--- config.mk ---
export PLATFORM = sky130hd
export DESIGN_NAME = uart_rx_sequencer_flat
export DESIGN_NICKNAME = d
export VERILOG_FILES = /design/src/rtl/uart_rx_if.sv /design/src/rtl/uart_rx_sequencer.sv /design/src/flat_wrapper.sv
export SDC_FILE = /design/constraint.sdc
export NUM_CORES = 1
export LEC_CHECK = 0
export ABC_AREA = 1
export BUFFER_PORTS_ARGS = -buffer_cell sky130_fd_sc_hd__buf_4
export CAP_MARGIN = 20
export CORE_MARGIN = 1.5
export CORE_UTILIZATION = 45
export DETAILED_ROUTE_END_ITERATION = 12
export GPL_ROUTABILITY_DRIVEN = 0
export PLACE_DENSITY = 0.74
export SYNTH_ARGS = -nofsm -noshare
export SYNTH_HDL_FRONTEND = slang
export SYNTH_SLANG_ARGS = --single-unit
--- constraint.sdc ---
create_clock -name clock -period 3.12 [get_ports clock]
set_clock_uncertainty 0.05 [all_clocks]
set_input_delay 0 -clock clock [delete_from_list [all_inputs] [get_ports clock]]
set_output_delay 0 -clock clock [all_outputs]
set_load 0.03 [all_outputs]
--- src/rtl/uart_rx_if.sv ---
// Bundles the UART RX pin, the datapath bit-count feedback and the sequencer's
// control/status strobes. The sequencer uses master; the datapath or bench uses slave.
interface uart_rx_if;
  logic       rx;
  logic [3:0] rx_count;
  logic       rx_sample;
  logic       rx_en;
  logic       rx_rst;
  logic       rx_count_up;
  logic       rx_count_clr;
  logic       rx_valid;
  logic       frame_err;
  logic       rx_busy;

  modport master (
    input  rx,
    input  rx_count,
    output rx_sample,
    output rx_en,
    output rx_rst,
    output rx_count_up,
    output rx_count_clr,
    output rx_valid,
    output frame_err,
    output rx_busy
  );

  modport slave (
    output rx,
    output rx_count,
    input  rx_sample,
    input  rx_en,
    input  rx_rst,
    input  rx_count_up,
    input  rx_count_clr,
    input  rx_valid,
    input  frame_err,
    input  rx_busy
  );
endinterface

--- src/rtl/uart_rx_sequencer.sv ---
// UART receive control FSM: oversamples RX, validates the start bit and sequences an
// external 8-bit SIPO + 4-bit counter through one 8N1 frame, flagging good or bad stop bits.
module uart_rx_sequencer #(
  parameter int CLK_FREQ   = 100_000_000,
  parameter int BAUD       = 115200,
  parameter int OVERSAMPLE = 16
) (
  input logic       clock,
  input logic       rst_n,
  uart_rx_if.master bus
);

  localparam int DIV_RAW = CLK_FREQ / (BAUD * OVERSAMPLE);
  localparam int DIV     = (DIV_RAW < 1) ? 1 : DIV_RAW;
  localparam int DIV_W   = (DIV > 1) ? $clog2(DIV) : 1;
  localparam int TCNT_W  = $clog2(OVERSAMPLE);

  localparam logic [DIV_W-1:0]  DIV_LAST = DIV_W'(DIV - 1);
  localparam logic [DIV_W-1:0]  DIV_ONE  = DIV_W'(1);
  localparam logic [TCNT_W-1:0] T_HALF   = TCNT_W'(OVERSAMPLE / 2 - 1);
  localparam logic [TCNT_W-1:0] T_FULL   = TCNT_W'(OVERSAMPLE - 1);
  localparam logic [TCNT_W-1:0] T_ONE    = TCNT_W'(1);

  typedef enum logic [2:0] {
    S_IDLE,
    S_START,
    S_DATA,
    S_STOP,
    S_WAIT_IDLE
  } state_t;

  state_t            state_q, state_d;
  logic              rx_meta_q, rx_s_q, rx_sample_q;
  logic [DIV_W-1:0]  div_q, div_d;
  logic [TCNT_W-1:0] tcnt_q, tcnt_d;
  logic              rx_en_q, rx_en_d;
  logic              rx_rst_q, rx_rst_d;
  logic              rx_valid_q, rx_valid_d;
  logic              frame_err_q, frame_err_d;
  logic              rx_busy_q, rx_busy_d;
  logic              tick;

  // Two-flop synchroniser plus one more stage so rx_sample is stable while rx_en is high.
  always_ff @(posedge clock or negedge rst_n) begin
    if (!rst_n) begin
      rx_meta_q   <= 1'b1;
      rx_s_q      <= 1'b1;
      rx_sample_q <= 1'b1;
    end else begin
      rx_meta_q   <= bus.rx;
      rx_s_q      <= rx_meta_q;
      rx_sample_q <= rx_s_q;
    end
  end

  assign tick = (div_q == DIV_LAST);

  always_ff @(posedge clock or negedge rst_n) begin
    if (!rst_n) begin
      state_q     <= S_IDLE;
      div_q       <= '0;
      tcnt_q      <= '0;
      rx_en_q     <= 1'b0;
      rx_rst_q    <= 1'b0;
      rx_valid_q  <= 1'b0;
      frame_err_q <= 1'b0;
      rx_busy_q   <= 1'b0;
    end else begin
      state_q     <= state_d;
      div_q       <= div_d;
      tcnt_q      <= tcnt_d;
      rx_en_q     <= rx_en_d;
      rx_rst_q    <= rx_rst_d;
      rx_valid_q  <= rx_valid_d;
      frame_err_q <= frame_err_d;
      rx_busy_q   <= rx_busy_d;
    end
  end

  always_comb begin
    state_d     = state_q;
    div_d       = tick ? '0 : (div_q + DIV_ONE);
    tcnt_d      = tick ? (tcnt_q + T_ONE) : tcnt_q;
    rx_en_d     = 1'b0;
    rx_rst_d    = 1'b0;
    rx_valid_d  = 1'b0;
    frame_err_d = 1'b0;

    case (state_q)
      S_IDLE: begin
        // Restart the divider on the falling edge so every later sample lands mid-bit.
        if (!rx_s_q) begin
          state_d = S_START;
          div_d   = '0;
          tcnt_d  = '0;
        end
      end

      S_START: begin
        if (tick && (tcnt_q == T_HALF)) begin
          tcnt_d = '0;
          if (!rx_s_q) begin
            state_d  = S_DATA;
            rx_rst_d = 1'b1;
          end else begin
            state_d = S_IDLE;
          end
        end
      end

      S_DATA: begin
        if (tick && (tcnt_q == T_FULL)) begin
          tcnt_d  = '0;
          rx_en_d = 1'b1;
          // rx_count still shows the shifts done before this one, so 7 means this is the last.
          if (bus.rx_count == 4'd7) begin
            state_d = S_STOP;
          end
        end
      end

      S_STOP: begin
        if (tick && (tcnt_q == T_FULL)) begin
          tcnt_d = '0;
          if (rx_s_q) begin
            state_d    = S_IDLE;
            rx_valid_d = 1'b1;
          end else begin
            state_d     = S_WAIT_IDLE;
            frame_err_d = 1'b1;
          end
        end
      end

      S_WAIT_IDLE: begin
        if (rx_s_q) begin
          state_d = S_IDLE;
        end
      end

      default: begin
        state_d = S_IDLE;
      end
    endcase

    rx_busy_d = (state_d != S_IDLE);
  end

  assign bus.rx_sample    = rx_sample_q;
  assign bus.rx_en        = rx_en_q;
  assign bus.rx_count_up  = rx_en_q;
  assign bus.rx_rst       = rx_rst_q;
  assign bus.rx_count_clr = rx_rst_q;
  assign bus.rx_valid     = rx_valid_q;
  assign bus.frame_err    = frame_err_q;
  assign bus.rx_busy      = rx_busy_q;

  a_valid_err_exclusive : assert property (
    @(posedge clock) disable iff (!rst_n) !(rx_valid_q && frame_err_q)
  );

  a_rx_en_single_cycle : assert property (
    @(posedge clock) disable iff (!rst_n) rx_en_q |=> !rx_en_q
  );

endmodule

--- src/flat_wrapper.sv ---
// flat-port wrapper written by rule: the top's interface ports become plain ports
module uart_rx_sequencer_flat 
#(
  parameter int CLK_FREQ   = 100_000_000,
  parameter int BAUD       = 115200,
  parameter int OVERSAMPLE = 16
)
  (clock, rst_n, bus_rx, bus_rx_count, bus_rx_sample, bus_rx_en, bus_rx_rst, bus_rx_count_up, bus_rx_count_clr, bus_rx_valid, bus_frame_err, bus_rx_busy);
  uart_rx_if bus_i ();
  input logic clock;
  input logic rst_n;
  input wire logic [$bits(bus_i.rx)-1:0] bus_rx;
  input wire logic [$bits(bus_i.rx_count)-1:0] bus_rx_count;
  output wire logic [$bits(bus_i.rx_sample)-1:0] bus_rx_sample;
  output wire logic [$bits(bus_i.rx_en)-1:0] bus_rx_en;
  output wire logic [$bits(bus_i.rx_rst)-1:0] bus_rx_rst;
  output wire logic [$bits(bus_i.rx_count_up)-1:0] bus_rx_count_up;
  output wire logic [$bits(bus_i.rx_count_clr)-1:0] bus_rx_count_clr;
  output wire logic [$bits(bus_i.rx_valid)-1:0] bus_rx_valid;
  output wire logic [$bits(bus_i.frame_err)-1:0] bus_frame_err;
  output wire logic [$bits(bus_i.rx_busy)-1:0] bus_rx_busy;
  assign bus_i.rx = bus_rx;
  assign bus_i.rx_count = bus_rx_count;
  assign bus_rx_sample = bus_i.rx_sample;
  assign bus_rx_en = bus_i.rx_en;
  assign bus_rx_rst = bus_i.rx_rst;
  assign bus_rx_count_up = bus_i.rx_count_up;
  assign bus_rx_count_clr = bus_i.rx_count_clr;
  assign bus_rx_valid = bus_i.rx_valid;
  assign bus_frame_err = bus_i.frame_err;
  assign bus_rx_busy = bus_i.rx_busy;
  uart_rx_sequencer #(.CLK_FREQ(CLK_FREQ), .BAUD(BAUD), .OVERSAMPLE(OVERSAMPLE)) u_core (.clock(clock), .rst_n(rst_n), .bus(bus_i));
endmodule
==> results_dict.tcl <==
set metrics [dict create \
    finalMaxSlewViolations 0 \
    synth_commonest_cells "18 x dfrtp_1, 16 x inv_1, 16 x nor2_1" \
    fmax_ghz 0.673 \
    fin_nets 139 \
    syn_to_final_growth_pct 17.0 \
    ys_async_sr_fraction_pct 100 \
    largest_register "u_core.div_q" \
    pwr-share-seq_pct 57.0 \
    synth-seq-cells 21 \
    avgSynthCellArea_um2 9.25 \
    syn-cell-area_mm2 0.00102 \
    syn_nets 120 \
    synth_top_area_cell "dfrtp_1" \
    yosysWarnings 0 \
    n_antenna_cell 0 \
    grt_overflow 0 \
    portBuffers 14 \
    pre_cts_slack_ns 1.63 \
    pwr-share-clk_pct 19.9 \
    path_clk_slew_ns 0.11 \
    cts_made_buffers 3 \
    io_pins 15 \
    grt_pass1_vias 707 \
    grt_max_degree 22 \
    reg2reg_depth 8 \
    first_pass_iters 4 \
    crit_type "reg -> reg" \
    period_minus_slack_ns 1.49 \
    hold_viol 0 \
    drtIter0Drc 30 \
    drive_gt1_share_pct 28.1 \
    internal-power_uw 440 \
    rsz0062_at_grt "false" \
    vias 742 \
    synth_cell_type_count 25 \
    synth.top_cells.by_area "dfrtp_1 44%, dfstp_2 7.7%, inv_1 5.9%, nor2_1 5.9%, nand2_1 5.5%" \
    cts_max_path_buffers 2 \
    wl_per_cell_um 10.7 \
    fin_crit_sh_pct 47.6 \
    wirelength_um 1670 \
    finalInstanceArea_mm2 0.00119 \
    switchingPower_uw 200 \
    cts_tree "yes" \
    htree_levels 1 \
    power_leakage_nw 0.641 \
    peakVddDrop_mv 0.276 \
    core_mm2 0.00217 \
    cp-end-kind "register" \
    timing.setup.tns_ns 0 \
    p_sw_share_pct 31.3 \
    synthCells 110 \
    grt_pass1_wl_um 2860 \
    ant_nets 0 \
    final-setup-viol-count 0 \
    status "finished clean" \
    largest_registers "u_core.div_q (6), u_core.tcnt_q (4), u_core.state_q (3)" \
    start_util_pct 46.9 \
    synth.top_cell.area_share_pct 44.3 \
    post-route-drc-count 0 \
    cts.sinks 21 \
    reg2reg_slack_ns 1.63 \
    tightest_slew_ns 0.250 \
    hp-class "in -> reg" \
    drv_cap 0 \
    largest_reg_flops 6 \
    synth_most_common_cell "dfrtp_1" \
    power_density_mw_per_mm2 538 \
    synth-edff-count 0 \
    row_count 17 \
    cp_max_fo 9 \
    die_width_um 50.5 \
    p_total_uw 640 \
    track_usage_pct 15.1 \
    layout_setup_ws_ns 1.63 \
    worstPathArrival_ns 1.64 \
    dp_hpwl_um 1290 \
    power_frac_comb_pct 23.1 \
    via_per_inst 4.76 \
    min_path_cells 6 \
    placed_cell_area_mm2 0.00114 \
    die_h_um 50.5 \
    slew_headroom_pct 83.2 \
    cp-start-kind "register" \
    clkLatencyLatePin_ns 0.30 \
    crit_required_ns 3.28 \
    synth_ff_type "dfrtp_1" \
    dieArea_mm2 0.00255 \
    cts_root_buf "clkbuf_4" \
    ys_seq_area_share_pct 52.0 \
    grt_antenna_before_repair 0 \
]
-- path summary, 6_finish.rpt --
check / from / end
setup reg to reg: u_core.div_q[1] / u_core.tcnt_q[1]
setup / recovery: u_core.div_q[1] / u_core.tcnt_q[1]
hold / removal: bus_rx_count[3] / u_core.state_q[0]
hold reg to reg: u_core.rx_meta_q / u_core.rx_s_q
min in group asynchronous: rst_n / u_core.bus.rx_busy
max in group asynchronous: rst_n / u_core.bus.rx_sample
-- power by group through the flow --
stage / clock (mW) / combinational, mW / sequential, mW
after floorplan: 0 / 0.116 / 0.365
after global placement: 0 / 0.143 / 0.369
after detailed placement: 0 / 0.147 / 0.372
after CTS: 0.135 / 0.151 / 0.365
after global routing: 0.146 / 0.174 / 0.374
final: 0.127 / 0.148 / 0.365
-- per-layer routing --
layer / share of wire [%] / up-vias / GRT usage, % / wire [µm]
met5: 0 / - / 0 / 0
met4: 2.0 / 0 / 8.11 / 34
met3: 3.1 / 4 / 2.68 / 52
met2: 49 / 15 / 25.7 / 826
met1: 45 / 344 / 18.2 / 759
li1: - / 379 / - / -
-- metrics by stage --
step | cells | hold slack, ns | util [%]
2_1_floorplan | 110 | -0.346 | -
3_3_place_gp | 150 | -0.158 | 52.7
3_5_place_dp | 150 | -0.156 | 52.7
4_1_cts | 156 | 0.0373 | 54.8
5_1_grt | 156 | 0.0904 | 54.8
6_report | 156 | 0.0434 | 54.8
-- worst max-delay path: stages (launching register included) --
cell and delay [ns]:
dfrtp_1 0.42, inv_1 0.07, ha_1 0.15, nand3_2 0.12, nor2_8 0.17, inv_1 0.10
or2_0 0.20, nand3_1 0.08, inv_1 0.04
-- what timing repair did --
action                    4_1_cts  5_1_grt
hold buffers                    2        0
hold endpoints to repair       22        0
resized for setup               0        0
buffers inserted                0        0
-- cell families after synthesis --
| logic type | after synthesis | synth area share, % |
|---|---|---|
| simple gates | 61 | 32.0 |
| flops | 21 | 52.0 |
| buf+inv | 19 | 7.75 |
| compound gates | 4 | 2.83 |
| fa+ha+maj | 3 | 3.69 |
| xor+xnor | 2 | 1.72 |
-- cell type report --
| class | instances | area (µm²) |
|---|---|---|
| Fill cell | 213 | 980 |
| Timing Repair Buffer | 16 | 125 |
| Clock buffer | 3 | 22.5 |
| Multi-Input combinational cell | 70 | 409 |
| Clock inverter | 1 | 5.00 |
| Inverter | 17 | 63.8 |
| Sequential cell | 21 | 529 |
| Tap cell | 28 | 35.0 |
-- cell usage in the layout, fill, tap and decap left out, types with 2 or more instances in the layout --
cell | netlist | layout
dlygate4sd3_1 | 0 | 2
dfrtp_1 | 18 | 18
nor2_2 | 2 | 2
inv_1 | 16 | 16
nor3_1 | 2 | 2
clkbuf_4 | 0 | 3
o21bai_1 | 2 | 2
or2_2 | 2 | 2
nor3b_1 | 2 | 2
ha_1 | 3 | 3
nor2_1 | 16 | 16
nand2_1 | 15 | 15
buf_4 | 2 | 14
nand3_1 | 10 | 10
nand2_2 | 3 | 3
dfstp_2 | 3 | 3
nand3_2 | 4 | 4
Note: power is estimated with default switching activity, not from simulation.
